`src/rtl/uart_tx_if.sv`:
```
// uart_tx_if: byte handshake plus serial line of the UART transmitter.
//   master: the byte producer (drives tx_data/tx_start, watches busy/done/line)
//   slave : the transmitter itself
interface uart_tx_if;
  logic [7:0] tx_data;   // byte to send, sampled on the accept edge only
  logic       tx_start;  // level request, honoured only while idle
  logic       dout;      // serial line, idle high
  logic       tx_busy;   // accept edge .. end of last stop bit
  logic       tx_done;   // one-cycle pulse at frame completion

  modport master (
    output tx_data, tx_start,
    input  dout, tx_busy, tx_done
  );

  modport slave (
    input  tx_data, tx_start,
    output dout, tx_busy, tx_done
  );
endinterface

```
`src/rtl/uart_tx.sv`:
```
// uart_tx: oversampled serial transmitter, 8N1 by default.
//   Frame: start bit, DATA_BITS data bits LSB-first, optional parity bit,
//   STOP_BITS stop bits; every bit held for OVERSAMPLE baud_clk cycles.
//   Optional feature macro: UART_TX_PARITY_EN inserts a parity bit
//   (even when PARITY_ODD=0, odd when PARITY_ODD=1) between data and stop.
//   All outputs are flop outputs, so the line never glitches.
module uart_tx #(
  parameter int OVERSAMPLE = 16,  // baud_clk cycles per serial bit, >= 2
  parameter int DATA_BITS  = 8,   // 5..8
  parameter int STOP_BITS  = 1,   // 1 or 2
  parameter int PARITY_ODD = 0    // only meaningful with the parity build
) (
  input  logic      baud_clk,
  input  logic      reset,        // asynchronous, active low
  uart_tx_if.slave  bus
);

  localparam int              TW        = $clog2(OVERSAMPLE);
  localparam logic [TW-1:0]   TICK_LAST = TW'(OVERSAMPLE - 1);
  localparam logic [2:0]      DATA_LAST = 3'(DATA_BITS - 1);
  localparam logic [2:0]      STOP_LAST = 3'(STOP_BITS - 1);
  // Only the low DATA_BITS of tx_data belong to the frame.
  localparam logic [7:0]      DMASK     = 8'((1 << DATA_BITS) - 1);

  // PARITY keeps its encoding in every build; without the parity feature
  // it is simply unreachable and recovers like any other illegal code.
  typedef enum logic [2:0] {
    ST_IDLE   = 3'd0,
    ST_START  = 3'd1,
    ST_DATA   = 3'd2,
    ST_PARITY = 3'd3,
    ST_STOP   = 3'd4
  } state_e;

  // Out-of-range PARITY_ODD values have no defined meaning; this guard
  // leaves an obvious marker in the elaborated hierarchy if one is used.
  if (PARITY_ODD != 0 && PARITY_ODD != 1) begin : g_bad_parity_odd
  end

  state_e          state_q, state_d;
  logic [TW-1:0]   tick_q,  tick_d;   // position inside the current bit
  logic [2:0]      bit_q,   bit_d;    // data-bit index, then stop-bit index
  logic [7:0]      shreg_q, shreg_d;  // remaining data bits, LSB goes next
  logic            dout_q,  dout_d;
  logic            busy_q,  busy_d;
  logic            done_q,  done_d;
  logic            tick_end;

`ifdef UART_TX_PARITY_EN
  logic            par_q,   par_d;    // parity bit, fixed at accept time
`endif

  // Next-state and output logic; every bit boundary is the edge on which
  // the tick counter sits at its last value.
  always_comb begin
    state_d  = state_q;
    tick_d   = tick_q;
    bit_d    = bit_q;
    shreg_d  = shreg_q;
    dout_d   = dout_q;
    busy_d   = busy_q;
    done_d   = 1'b0;
`ifdef UART_TX_PARITY_EN
    par_d    = par_q;
`endif
    tick_end = (tick_q == TICK_LAST);

    // The tick counter free-runs while a frame is in flight.
    if (tick_end) tick_d = '0;
    else          tick_d = tick_q + 1'b1;

    case (state_q)
      ST_IDLE: begin
        tick_d = '0;
        bit_d  = '0;
        dout_d = 1'b1;
        busy_d = 1'b0;
        if (bus.tx_start) begin
          // Accept: the start bit goes on the line from this very edge.
          state_d = ST_START;
          shreg_d = bus.tx_data & DMASK;
          dout_d  = 1'b0;
          busy_d  = 1'b1;
`ifdef UART_TX_PARITY_EN
          par_d   = (^(bus.tx_data & DMASK)) ^ 1'(PARITY_ODD);
`endif
        end
      end

      ST_START: begin
        if (tick_end) begin
          state_d = ST_DATA;
          bit_d   = '0;
          dout_d  = shreg_q[0];
          shreg_d = shreg_q >> 1;
        end
      end

      ST_DATA: begin
        if (tick_end) begin
          if (bit_q == DATA_LAST) begin
            bit_d   = '0;
`ifdef UART_TX_PARITY_EN
            state_d = ST_PARITY;
            dout_d  = par_q;
`else
            state_d = ST_STOP;
            dout_d  = 1'b1;
`endif
          end else begin
            bit_d   = bit_q + 1'b1;
            dout_d  = shreg_q[0];
            shreg_d = shreg_q >> 1;
          end
        end
      end

`ifdef UART_TX_PARITY_EN
      ST_PARITY: begin
        if (tick_end) begin
          state_d = ST_STOP;
          bit_d   = '0;
          dout_d  = 1'b1;
        end
      end
`endif

      ST_STOP: begin
        dout_d = 1'b1;
        if (tick_end) begin
          if (bit_q == STOP_LAST) begin
            // Frame complete: drop busy and pulse done on the same edge.
            state_d = ST_IDLE;
            bit_d   = '0;
            busy_d  = 1'b0;
            done_d  = 1'b1;
          end else begin
            bit_d   = bit_q + 1'b1;
          end
        end
      end

      default: begin
        // Illegal encoding: park the line high and wait for a new request.
        state_d = ST_IDLE;
        tick_d  = '0;
        bit_d   = '0;
        shreg_d = '0;
        dout_d  = 1'b1;
        busy_d  = 1'b0;
      end
    endcase
  end

  // State register; reset abandons any frame and returns the line high.
  always_ff @(posedge baud_clk or negedge reset) begin
    if (!reset) begin
      state_q <= ST_IDLE;
      tick_q  <= '0;
      bit_q   <= '0;
      shreg_q <= '0;
      dout_q  <= 1'b1;
      busy_q  <= 1'b0;
      done_q  <= 1'b0;
`ifdef UART_TX_PARITY_EN
      par_q   <= 1'b0;
`endif
    end else begin
      state_q <= state_d;
      tick_q  <= tick_d;
      bit_q   <= bit_d;
      shreg_q <= shreg_d;
      dout_q  <= dout_d;
      busy_q  <= busy_d;
      done_q  <= done_d;
`ifdef UART_TX_PARITY_EN
      par_q   <= par_d;
`endif
    end
  end

  assign bus.dout    = dout_q;
  assign bus.tx_busy = busy_q;
  assign bus.tx_done = done_q;

endmodule

```
`src/flat_wrapper.sv`:
```
// flat-port wrapper written by rule: the top's interface ports become plain ports
module uart_tx_flat 
#(
  parameter int OVERSAMPLE = 16,                                         
  parameter int DATA_BITS  = 8,          
  parameter int STOP_BITS  = 1,            
  parameter int PARITY_ODD = 0                                            
)
  (baud_clk, reset, bus_tx_data, bus_tx_start, bus_dout, bus_tx_busy, bus_tx_done);
  uart_tx_if bus_i ();
  input  logic baud_clk;
  input  logic reset;
  input wire logic [$bits(bus_i.tx_data)-1:0] bus_tx_data;
  input wire logic [$bits(bus_i.tx_start)-1:0] bus_tx_start;
  output wire logic [$bits(bus_i.dout)-1:0] bus_dout;
  output wire logic [$bits(bus_i.tx_busy)-1:0] bus_tx_busy;
  output wire logic [$bits(bus_i.tx_done)-1:0] bus_tx_done;
  assign bus_i.tx_data = bus_tx_data;
  assign bus_i.tx_start = bus_tx_start;
  assign bus_dout = bus_i.dout;
  assign bus_tx_busy = bus_i.tx_busy;
  assign bus_tx_done = bus_i.tx_done;
  uart_tx #(.OVERSAMPLE(OVERSAMPLE), .DATA_BITS(DATA_BITS), .STOP_BITS(STOP_BITS), .PARITY_ODD(PARITY_ODD)) u_core (.baud_clk(baud_clk), .reset(reset), .bus(bus_i));
endmodule
```
`config.mk`:
```
export PLATFORM = sky130hd
export DESIGN_NAME = uart_tx_flat
export DESIGN_NICKNAME = d
export VERILOG_FILES = /design/src/rtl/uart_tx_if.sv /design/src/rtl/uart_tx.sv /design/src/flat_wrapper.sv
export SDC_FILE = /design/constraint.sdc
export NUM_CORES = 1
export LEC_CHECK = 0
export CORE_UTILIZATION = 55
export DETAILED_ROUTE_END_ITERATION = 8
export DONT_BUFFER_PORTS = 1
export PLACE_DENSITY = 0.7
export SLEW_MARGIN = 40
export SYNTH_ARGS = -nofsm -noshare
export SYNTH_HDL_FRONTEND = slang
export SYNTH_SLANG_ARGS = --single-unit
```
`constraint.sdc`:
```
create_clock -name baud_clk -period 2.17 [get_ports baud_clk]
set_input_delay 0.5425 -clock baud_clk [delete_from_list [all_inputs] [get_ports baud_clk]]
set_output_delay 0.5425 -clock baud_clk [all_outputs]
set_load 0.02 [all_outputs]
```
==> reports/summary.txt, run 1 <==
========================================================================================================
Result of the run                                                                           finished clean
Max-capacitance violation count                                                                        0
TritonCTS clock tree                                                                                 yes
Transition time at the pin with the least slew margin                                             438 ps
Simple-gate area share of the yosys netlist                                                        15.9%
R2R depth                                                                                              5
Proportion of synthesized flip-flops having asynchronous set or reset                               100%
Count of flip-flops with a built-in enable after synthesis                                             0
Most common flop cell mapped by yosys                                                            dfrtp_1
Critical path launch point                                                                  u_core.bit_q[0]$_DFFE_PN0P_
Unrepaired setup endpoints after global routing                                                       no
Post-CTS clock slew at the launch and capture registers of the worst setup and hold paths         120 ps
Tmin final                                                                                       1860 ps
Global routing usage summed across all routing layers                                              21.8%
Static leakage                                                                               0.000589 uW
Die Y-Extent                                                                                     50.4 um
Number of hold violations in the final report                                                          0
Total number of yosys warnings                                                                         0
Peak supply drop                                                                              0.000668 V
Share of synthesized area occupied by flip-flops and latches                                       41.0%
Total setup violations reported at the end of the flow                                                 0
Number of nets in the layout                                                                         146
Fraction of synthesized area in multiplexers                                                       15.3%
TritonRoute pass-1 iters                                                                               3
# H-tree levels                                                                                        1
Maximum clock rate                                                                               539 MHz
Non-filler cells in the finished layout                                                              158
Pin count of the biggest net entering global routing                                                  21
Number of synthesized register bits                                                                   21
Via count normalized by instance count                                                              5.85
Cell taking the most area after synthesis                                                        dfrtp_1
Max-slew violation total from the final report                                                         0
Worst setup SP type                                                                                 flop
Share of the synthesized area in compound gates (AO/OA/AOI/OAI)                                    18.4%
Number of placed I/O pins                                                                             14
Number of buffers inserted during clock tree synthesis                                                 3
Placed Cells incl. Taps                                                                              153
Synthesized area per cell                                                                     10.1 sq um
Effective utilization at floorplan                                                                 58.1%
Area growth syn-to-layout                                                                          4.96%
PortBufs                                                                                               0
Synth Instances                                                                                      127
Required time at the endpoint of the critical path                                               2370 ps
Die outline area                                                                              2540 sq um
Kind of end point of the critical path                                                              flop
Worst min path class                                                                            in2async
Post-detailed-route count of antenna-violating nets                                                    0
Fraction of layout cells with a size suffix above 1                                                16.9%
Final sum of negative setup slack                                                                   0 ps
Synth Area in XOR/XNOR                                                                            0.681%
First-pass GRT wire length                                                                       4.18 mm
Power density over cell area                                                                1140 nW/um^2
Core Region                                                                                   2210 sq um
Maximum count of clock buffers along a single path                                                     2
Distinct cell type count after synthesis                                                              34
Via count                                                                                            925
Initial antenna violation count                                                                        0
Rel. slew slack                                                                                    70.8%
Critical path fanouts, max                                                                             8
Final clock skew                                                                                 3.28 ps
Netlist area before placement                                                                 1290 sq um
Period utilization                                                                                 85.5%
Total gr overflow                                                                                      0
Post-DR wirelength/cell                                                                          15.3 um
Antenna diodes                                                                                         0
Number of placement rows                                                                              17
X dimension of the die                                                                           50.4 um
Iteration-0 DRC count of the detailed router                                                           9
Worst R2R Setup Slack                                                                             310 ps
Origin of the critical flop-to-flop path                                                    u_core.bit_q[0]$_DFFE_PN0P_
Dominant combinational cell family by area after synthesis                                  compound AO/OA/AOI/OAI gates
Detail Placement HPWL                                                                            1.77 mm
Top cell type's share of synthesized area                                                          38.9%
Crit Reg-Reg Endpoint                                                                       u_core.shreg_q[5]$_DFFE_PN0P_
Dominant cells by area after synthesis                                                      dfrtp_1, mux2_4, mux2i_1
Total wirelength of the detailed-routed design                                                   2.42 mm
Post-CTS Setup Repair Bufs                                                                             0
Sinks on Clock Net                                                                                    21
Critical path class                                                                              reg2reg
Data arrival time at the worst-slack endpoint                                                    2060 ps
Clk Tree Root Cell                                                                              clkbuf_4
Post-route DRC                                                                                         0
Share of synthesized cell area in full adder, half adder and majority cells                        3.89%
Clock latency of the later-clocked register in the worst-skew pair                                300 ps
Syn_nets                                                                                             142
Via count of the first global-routing pass                                                           953
Final Wtd Congestion                                                                               0.820
========================================================================================================
## where the power goes
| part | internal (uW) | switching (uW) |
|---|---|---|
| clock | 68.8 | 119 |
| combinational | 383 | 302 |
| sequential | 524 | 149 |
## critical path, stage by stage (launching register included)
cell,delay [ps]
dfrtp_1,420
ha_1,210
ha_1,240
a2bb2oi_2,200
a2bb2oi_4,340
mux2_4,330
## metal layers
metal  global-route usage (%)  wire, um  vias to the layer above  part of all wire, %
li1                         -         -                      458                    -
met1                     28.5      1160                      453                   48
met2                     38.0      1180                       12                   49
met3                     2.73        52                        2                  2.2
met4                     5.56        22                        0                 0.91
met5                        0         0                        -                    0
## stage by stage
step                      util [%]  hold slack [ps]  area, sq um  total power, uW  setup slack (ps)
after floorplan                  -              247         1290             1210               456
after global placement        59.6              247         1320             1330               377
after detailed placement      59.6              247         1320             1360               333
after CTS                     61.3             57.5         1360             1560               307
after global routing          61.0             41.7         1350             1660               239
final                         61.0             59.8         1350             1550               315
## repair_timing
item / CTS / global route
gates resized for setup: 0 / 0
endpoints found under the hold margin: 20 / 0
hold buffers: 1 / 0
## how the worst max path moves through the flow
stage	to	slack, ps	cells after the start
after CTS	u_core.shreg_q[5]$_DFFE_PN0P_	310	5
after global placement	u_core.shreg_q[2]$_DFFE_PN0P_	380	5
after detailed placement	u_core.shreg_q[4]$_DFFE_PN0P_	330	5
after floorplan	u_core.shreg_q[0]$_DFFE_PN0P_	460	5
after global routing	u_core.shreg_q[2]$_DFFE_PN0P_	240	5
final	u_core.shreg_q[5]$_DFFE_PN0P_	310	5
## cell usage after synthesis (2+ instances only)
cell type and n:
dfrtp_1 20, nor2_1 18, a21oi_1 9, mux2i_1 8, a2bb2oi_1 7, mux2_4 7
nand2b_1 6, o21ai_0 6, nor2b_1 5, ha_1 4, inv_1 4, buf_2 3
clkbuf_1 3, nand2_1 3, buf_6 2, nand3_1 2, nand4_1 2, nor3_1 2
## kinds of logic after synthesis
family / after synthesis
flops: 21
mux: 16
buf+inv: 12
xor+xnor: 1
compound gates: 32
simple gates: 41
fa+ha+maj: 4
## placed cells by master, fill, tap and decap left out, types with 3 or more instances in the layout
cell type / instances
ha_1: 4
a21oi_1: 9
a2bb2oi_1: 7
inv_1: 4
nand2_1: 3
dfrtp_1: 20
mux2_4: 7
clkbuf_4: 3
buf_4: 6
mux2i_1: 8
nand2b_1: 6
nor2_1: 18
nor2b_1: 5
o21ai_0: 6
## layout make-up
type	instances	area [sq um]
Tap cell	28	35.0
Clock inverter	1	5.00
Multi-Input combinational cell	94	696
Timing Repair Buffer	7	50.0
Fill cell	203	862
Sequential cell	21	527
Clock buffer	3	22.5
Inverter	4	15.0
## sequential cells by signal, indices dropped and copies added (netlist names)
| signal | count |
|---|---|
| u_core.tick_q | 4 |
| u_core.shreg_q | 8 |
| u_core.bus.tx_busy | 1 |
| u_core.bit_q | 3 |
| u_core.bus.dout | 1 |
| u_core.bus.tx_done | 1 |
| u_core.state_q | 3 |
(Power assumes the default switching activity.)
==> inputs of run 2 (changes only) <==
--- a/config.mk
+++ b/config.mk
@@ -5,10 +5,13 @@
 export SDC_FILE = /design/constraint.sdc
 export NUM_CORES = 1
 export LEC_CHECK = 0
-export CORE_UTILIZATION = 55
+export CELL_PAD_IN_SITES_DETAIL_PLACEMENT = 1
+export CELL_PAD_IN_SITES_GLOBAL_PLACEMENT = 1
+export CORE_ASPECT_RATIO = 0.5
+export CORE_UTILIZATION = 48
 export DETAILED_ROUTE_END_ITERATION = 8
 export DONT_BUFFER_PORTS = 1
-export PLACE_DENSITY = 0.7
+export PLACE_DENSITY_LB_ADDON = 0.1
 export SLEW_MARGIN = 40
 export SYNTH_ARGS = -nofsm -noshare
 export SYNTH_HDL_FRONTEND = slang
==> run 2 against run 1 <==
  * Power grew 4.9%
  * Cell area rose by 2.0%
  * Via count rose by 1.1%
  * Combinational power fell by 0.6%
  * Core utilization down 3.0 points
  * Global-route usage increased by 1.1 points
  * Die area rose by 14%
  * Register-to-register slack about the same
  * Highest routed layer unchanged
  * Critical path type unchanged
==> reports/summary.txt, run 2 (same netlist as run 1, synthesis figures left out) <==
========================================================================================================
# H-tree levels                                                                                        1   unchanged
Met2 WL post-DR                                                                                  1.24 mm   was 1.18 mm
Relative contribution of sequential cells to total power                                           42.0%   was 43.6%
Cell Int Power                                                                                   1030 uW   was 975 uW
Tmin final                                                                                       1860 ps   about the same
Peak supply drop                                                                              0.000540 V   was 0.000668 V
Period utilization                                                                                 85.7%   was 85.5%
Final sum of negative setup slack                                                                   0 ps   unchanged
Core Region                                                                                   2370 sq um   was 2210 sq um
Highest signal layer in the routed design                                                           met4   unchanged
Maximum clock rate                                                                               538 MHz   was 539 MHz
Number of nets in the layout                                                                         146   unchanged
Sinks on Clock Net                                                                                    21   unchanged
Dpl ws                                                                                            314 ps   was 333 ps
Flip-flop count of the largest register, all copies and words added                                    8   unchanged
Final clock skew                                                                                 1.61 ps   was 3.28 ps
Top library cells by usage in the layout, fill and taps aside                               dfrtp_1, nor2_1, a21oi_1   unchanged
Total gr overflow                                                                                      0   unchanged
Overall power of the completed layout                                                            1620 uW   was 1550 uW
Logic gate share of total power                                                                    42.0%   was 44.3%
Post-route DRC                                                                                         0   unchanged
Final Wtd Congestion                                                                               0.742   was 0.820
First-pass GRT wire length                                                                       4.52 mm   was 4.18 mm
Initial antenna violation count                                                                        0   unchanged
Worst-case setup margin in the final layout                                                       311 ps   was 315 ps
Number of hold violations in the final report                                                          0   unchanged
Kind of end point of the critical path                                                              flop   unchanged
Rel. slew slack                                                                                    70.3%   was 70.8%
Number of placement rows                                                                              12   was 17
Critical path launch point                                                                  u_core.bit_q[0]$_DFFE_PN0P_   unchanged
Most common library cell in the layout ignoring fill and taps                                    dfrtp_1   unchanged
Detail Placement HPWL                                                                            2.08 mm   was 1.77 mm
Power density over cell area                                                                1180 nW/um^2   was 1140 nW/um^2
Area growth syn-to-layout                                                                          7.10%   was 4.96%
Capturing element of the worst setup path                                                   u_core.shreg_q[5]$_DFFE_PN0P_   unchanged
Worst setup SP type                                                                                 flop   unchanged
Iteration-0 DRC count of the detailed router                                                          68   was 9
Post-CTS clock slew at the launch and capture registers of the worst setup and hold paths          80 ps   was 120 ps
Post-DR wirelength/cell                                                                          16.6 um   was 15.3 um
Data arrival time at the worst-slack endpoint                                                    2010 ps   was 2060 ps
Transition time at the pin with the least slew margin                                             445 ps   was 438 ps
Switching power summed over all nets                                                              593 uW   was 570 uW
Global routing usage summed across all routing layers                                              22.9%   was 21.8%
Effective utilization at floorplan                                                                 54.2%   was 58.1%
Die Y-Extent                                                                                     38.6 um   was 50.4 um
Maximum count of clock buffers along a single path                                                     2   unchanged
Die outline area                                                                              2900 sq um   was 2540 sq um
X dimension of the die                                                                           75.2 um   was 50.4 um
Total setup violations reported at the end of the flow                                                 0   unchanged
Worst min path class                                                                            in2async   unchanged
Switching share of power                                                                           36.6%   was 36.9%
Crit Reg-Reg Endpoint                                                                       u_core.shreg_q[5]$_DFFE_PN0P_   unchanged
Max-slew violation total from the final report                                                         0   unchanged
Number of placed I/O pins                                                                             14   unchanged
Wire length on met1                                                                              1.37 mm   was 1.16 mm
Total wirelength of the detailed-routed design                                                   2.73 mm   was 2.42 mm
Antenna diodes                                                                                         0   unchanged
Via count                                                                                            935   was 925
Pin count of the biggest net entering global routing                                                  21   unchanged
Result of the run                                                                           finished clean   unchanged
Via count of the first global-routing pass                                                           949   was 953
Post-detailed-route count of antenna-violating nets                                                    0   unchanged
Origin of the critical flop-to-flop path                                                    u_core.bit_q[0]$_DFFE_PN0P_   unchanged
Static leakage                                                                               0.000597 uW   was 0.000589 uW
PortBufs                                                                                               0   unchanged
Required time at the endpoint of the critical path                                               2320 ps   was 2370 ps
Clk Tree Root Cell                                                                              clkbuf_8   was clkbuf_4
Max-capacitance violation count                                                                        0   unchanged
Register with the highest flop count                                                        u_core.shreg_q   unchanged
Unrepaired setup endpoints after global routing                                                       no   unchanged
Clock power share                                                                                  16.0%   was 12.2%
Critical path class                                                                              reg2reg   unchanged
Critical path fanouts, max                                                                             8   unchanged
TritonRoute pass-1 iters                                                                               4   was 3
Clock latency of the later-clocked register in the worst-skew pair                                260 ps   was 300 ps
Routed wl met3                                                                                     98 um   was 52 um
R2R depth                                                                                              5   unchanged
Fraction of layout cells with a size suffix above 1                                                16.9%   unchanged
Number of buffers inserted during clock tree synthesis                                                 3   unchanged
Biggest regs                                                                                u_core.shreg_q (8), u_core.tick_q (4)   unchanged
Via count normalized by instance count                                                              5.67   was 5.85
TritonCTS clock tree                                                                                 yes   unchanged
Worst R2R Setup Slack                                                                             310 ps   about the same
========================================================================================================
[run 2: changes by cell type in the layout (fill, tap and decap cells not counted)]
cell,before,now
clkbuf_8,0,3
clkbuf_4,3,0
[run 2: worst min path at each step]
stage / slack, ps / start / end
after global routing: 100 / reset / u_core.bus.dout$_DFFE_PN1P_
after CTS: 100 / reset / u_core.bus.dout$_DFFE_PN1P_
after detailed placement: 250 / reset / u_core.shreg_q[7]$_DFFE_PN0P_
final: 110 / reset / u_core.bus.dout$_DFFE_PN1P_
after floorplan: 250 / reset / u_core.bit_q[0]$_DFFE_PN0P_
after global placement: 250 / reset / u_core.shreg_q[7]$_DFFE_PN0P_
[run 2: critical path: stages (launching register included)]
cell and delay (ps):
dfrtp_1 420, ha_1 220, ha_1 250, a2bb2oi_2 200, a2bb2oi_4 330, mux2_4 330
[run 2: layout make-up]
cell class / count / area [sq um]
clock buffers: 3 / 41.3
clock inverters: 1 / 5.00
fillers: 289 / 995
inverters: 4 / 15.0
multi-input cells: 94 / 696
flip-flops and latches: 21 / 527
well taps: 35 / 43.8
repair buffers: 7 / 50.0
[run 2: repair_timing]
action / 4_1_cts / 5_1_grt
hold buffers: 1 / 0
hold endpoints to repair: 20 / 0
buffers inserted: 0 / 0
resized for setup: 0 / 0
[run 2: power by group through the flow]
| stage | clock, uW | combinational (uW) | sequential, uW |
|---|---|---|---|
| 3_5_place_dp | 0 | 685 | 687 |
| 4_1_cts | 269 | 691 | 683 |
| 2_1_floorplan | 0 | 577 | 630 |
| 6_report | 260 | 680 | 681 |
| 3_3_place_gp | 0 | 649 | 681 |
| 5_1_grt | 282 | 741 | 697 |
[run 2: per-stage QoR]
stage | cells | util (%) | hold WS [ps] | cell area, sq um
3_5_place_dp | 160 | 55.9 | 247 | 1330
6_report | 165 | 58.1 | 110 | 1380
5_1_grt | 165 | 58.1 | 95.6 | 1380
4_1_cts | 165 | 58.3 | 102 | 1380
3_3_place_gp | 160 | 55.9 | 248 | 1330
2_1_floorplan | 127 | - | 247 | 1290
[run 2: routing by layer]
metal | vias up | global-route usage, %
li1 | 457 | -
met1 | 460 | 28.9
met2 | 14 | 38.1
met3 | 4 | 7.55
met4 | 0 | 6.94
met5 | - | 0
==> inputs of run 3 (changes only) <==
==> constraint.sdc (replaced) <==
create_clock -name baud_clk -period 2.17 [get_ports baud_clk]
set_input_delay 0.217 -clock baud_clk [delete_from_list [all_inputs] [get_ports baud_clk]]
set_output_delay 0.217 -clock baud_clk [all_outputs]
set_load 0.02 [all_outputs]
==> run 3 against run 2 <==
  * Routed wire length up 1.8%
  * Core utilization grew 0.53 points
  * Largest cell class unchanged
  * Sequential cell count is the same
  * Power grew 0.94%
  * Highest routed layer unchanged
  * Cell area rose by 0.91%
  * Register-to-register slack is essentially flat
  * Non-clock buffer count is 1 higher
  * Global-route usage is 0.40 points lower
  * Maximum frequency grew 0.36%
==> reports/summary.txt, run 3 (same netlist as run 1, synthesis figures left out) <==
========================================================================================================
Required time at the endpoint of the critical path                                               2330 ps   was 2320 ps
Number of cells on the worst hold path                                                                 2
Worst setup SP type                                                                                 flop   unchanged
Dpl ws                                                                                            304 ps   was 314 ps
Via count                                                                                            946   was 935
Post-detailed-route count of antenna-violating nets                                                    0   unchanged
Initial antenna violation count                                                                        0   unchanged
Via count normalized by instance count                                                              5.70   was 5.67
TritonCTS clock tree                                                                                 yes   unchanged
Max-slew violation total from the final report                                                         0   unchanged
Data arrival time at the worst-slack endpoint                                                    2010 ps   about the same
Core Region                                                                                   2370 sq um   unchanged
Die Y-Extent                                                                                     38.6 um   unchanged
Post-CTS Setup Repair Bufs                                                                             0   unchanged
Critical path fanouts, max                                                                             8   unchanged
Final Wtd Congestion                                                                               0.742   unchanged
Effective utilization at floorplan                                                                 54.2%   unchanged
Number of hold violations in the final report                                                          0   unchanged
Final clock skew                                                                                 10.6 ps   was 1.61 ps
Tmin final                                                                                       1850 ps   was 1860 ps
Transition time at the pin with the least slew margin                                             489 ps   was 445 ps
Total gr overflow                                                                                      0   unchanged
Clock latency of the later-clocked register in the worst-skew pair                                270 ps   was 260 ps
First-pass GRT wire length                                                                       4.53 mm   was 4.52 mm
Detail Placement HPWL                                                                            2.06 mm   was 2.08 mm
Pin count of the biggest net entering global routing                                                  22   was 21
Period utilization                                                                                 85.4%   was 85.7%
Iteration-0 DRC count of the detailed router                                                          80   was 68
R2R depth                                                                                              5   unchanged
Post-route DRC                                                                                         0   unchanged
Number of placed I/O pins                                                                             14   unchanged
Kind of end point of the critical path                                                              flop   unchanged
Multi-input combinational cell area                                                            696 sq um   unchanged
Via count of the first global-routing pass                                                           940   was 949
Antenna diodes                                                                                         0   unchanged
Share of the core filled with cells                                                                58.6%   was 58.1%
Most common library cell in the layout ignoring fill and taps                                    dfrtp_1   unchanged
Die outline area                                                                              2900 sq um   unchanged
Global routing usage summed across all routing layers                                              22.5%   was 22.9%
X dimension of the die                                                                           75.2 um   unchanged
Total setup violations reported at the end of the flow                                                 0   unchanged
Worst-case setup margin in the final layout                                                       318 ps   was 311 ps
Number of buffers inserted during clock tree synthesis                                                 3   unchanged
Count of fill cells added during filler insertion                                                    284   was 289
Biggest regs                                                                                u_core.shreg_q (8), u_core.tick_q (4)   unchanged
Post-CTS clock slew at the launch and capture registers of the worst setup and hold paths          90 ps   was 80 ps
Total wirelength of the detailed-routed design                                                   2.78 mm   was 2.73 mm
Power density over cell area                                                                1180 nW/um^2   about the same
Number of placement rows                                                                              12   unchanged
Result of the run                                                                           finished clean   unchanged
Register with the highest flop count                                                        u_core.shreg_q   unchanged
Final sum of negative setup slack                                                                   0 ps   unchanged
Number of nets in the layout                                                                         147   was 146
Sinks on Clock Net                                                                                    21   unchanged
Maximum count of clock buffers along a single path                                                     2   unchanged
Fraction of layout cells with a size suffix above 1                                                16.8%   was 16.9%
Final-layout worst hold slack                                                                    87.8 ps   was 110 ps
Static leakage                                                                               0.000597 uW   about the same
Peak supply drop                                                                              0.000489 V   was 0.000540 V
Rel. slew slack                                                                                    67.4%   was 70.3%
TritonRoute pass-1 iters                                                                               3   was 4
# H-tree levels                                                                                        1   unchanged
Worst R2R Setup Slack                                                                             320 ps   was 310 ps
Critical path class                                                                              reg2reg   unchanged
Post-DR wirelength/cell                                                                          16.7 um   was 16.6 um
Flip-flop count of the largest register, all copies and words added                                    8   unchanged
Top library cells by usage in the layout, fill and taps aside                               dfrtp_1, nor2_1, a21oi_1   unchanged
Max-capacitance violation count                                                                        0   unchanged
FF/Latch Area                                                                                  527 sq um   unchanged
PortBufs                                                                                               0   unchanged
Clk Tree Root Cell                                                                              clkbuf_8   unchanged
Unrepaired setup endpoints after global routing                                                       no   unchanged
Maximum clock rate                                                                               540 MHz   was 538 MHz
Area growth syn-to-layout                                                                          8.07%   was 7.10%
Worst min path class                                                                              in2reg   was in2async
========================================================================================================
## run 3: per-stage QoR
stage               power, uW  cell area [sq um]  instances
floorplan                1210               1290        127
global placement         1330               1330        160
detailed placement       1370               1330        160
CTS                      1650               1390        165
global route             1740               1390        166
finish                   1640               1390        166
## run 3: critical path, cell delays in order, from the launching register on
cell and delay [ps]:
dfrtp_1 420, ha_1 220, ha_1 250, a2bb2oi_2 200
a2bb2oi_4 330, mux2_4 340
## run 3: area by class of cell
cell class                 instances  share of cell area (%)
clock buffer                       3                    2.97
sequential                        21                    37.9
timing repair buffer               8                    4.32
tap                               35                    3.15
multi-input combinational         94                    50.0
clock inverter                     1                   0.540
inverter                           4                    1.08
## run 3: per-layer routing
layer	vias up	GRT usage, %	wire length (um)
met5	-	0	0
met4	0	2.78	6
met3	2	7.03	89
met2	11	38.1	1230
met1	474	29.6	1460
li1	459	-	-
## run 3: final timing paths
check | start | end
max | u_core.bit_q[0]$_DFFE_PN0P_ | u_core.shreg_q[0]$_DFFE_PN0P_
min | bus_tx_data[7] | u_core.shreg_q[7]$_DFFE_PN0P_
max reg2reg | u_core.bit_q[0]$_DFFE_PN0P_ | u_core.shreg_q[0]$_DFFE_PN0P_
min reg2reg | u_core.tick_q[0]$_DFF_PN0_ | u_core.tick_q[0]$_DFF_PN0_
max in group asynchronous | reset | u_core.bus.dout$_DFFE_PN1P_
min in group asynchronous | reset | u_core.shreg_q[7]$_DFFE_PN0P_
## run 3: power breakdown
part	internal (uW)	switching [uW]	total, uW
logic	376	307	683
clock network	130	139	269
registers	524	159	684
total	1030	605	1640
## run 3: repair_timing
| action | in CTS | in global routing |
|---|---|---|
| hold buffers | 1 | 1 |
| resized for setup | 0 | 0 |
| hold endpoints to repair | 21 | 20 |
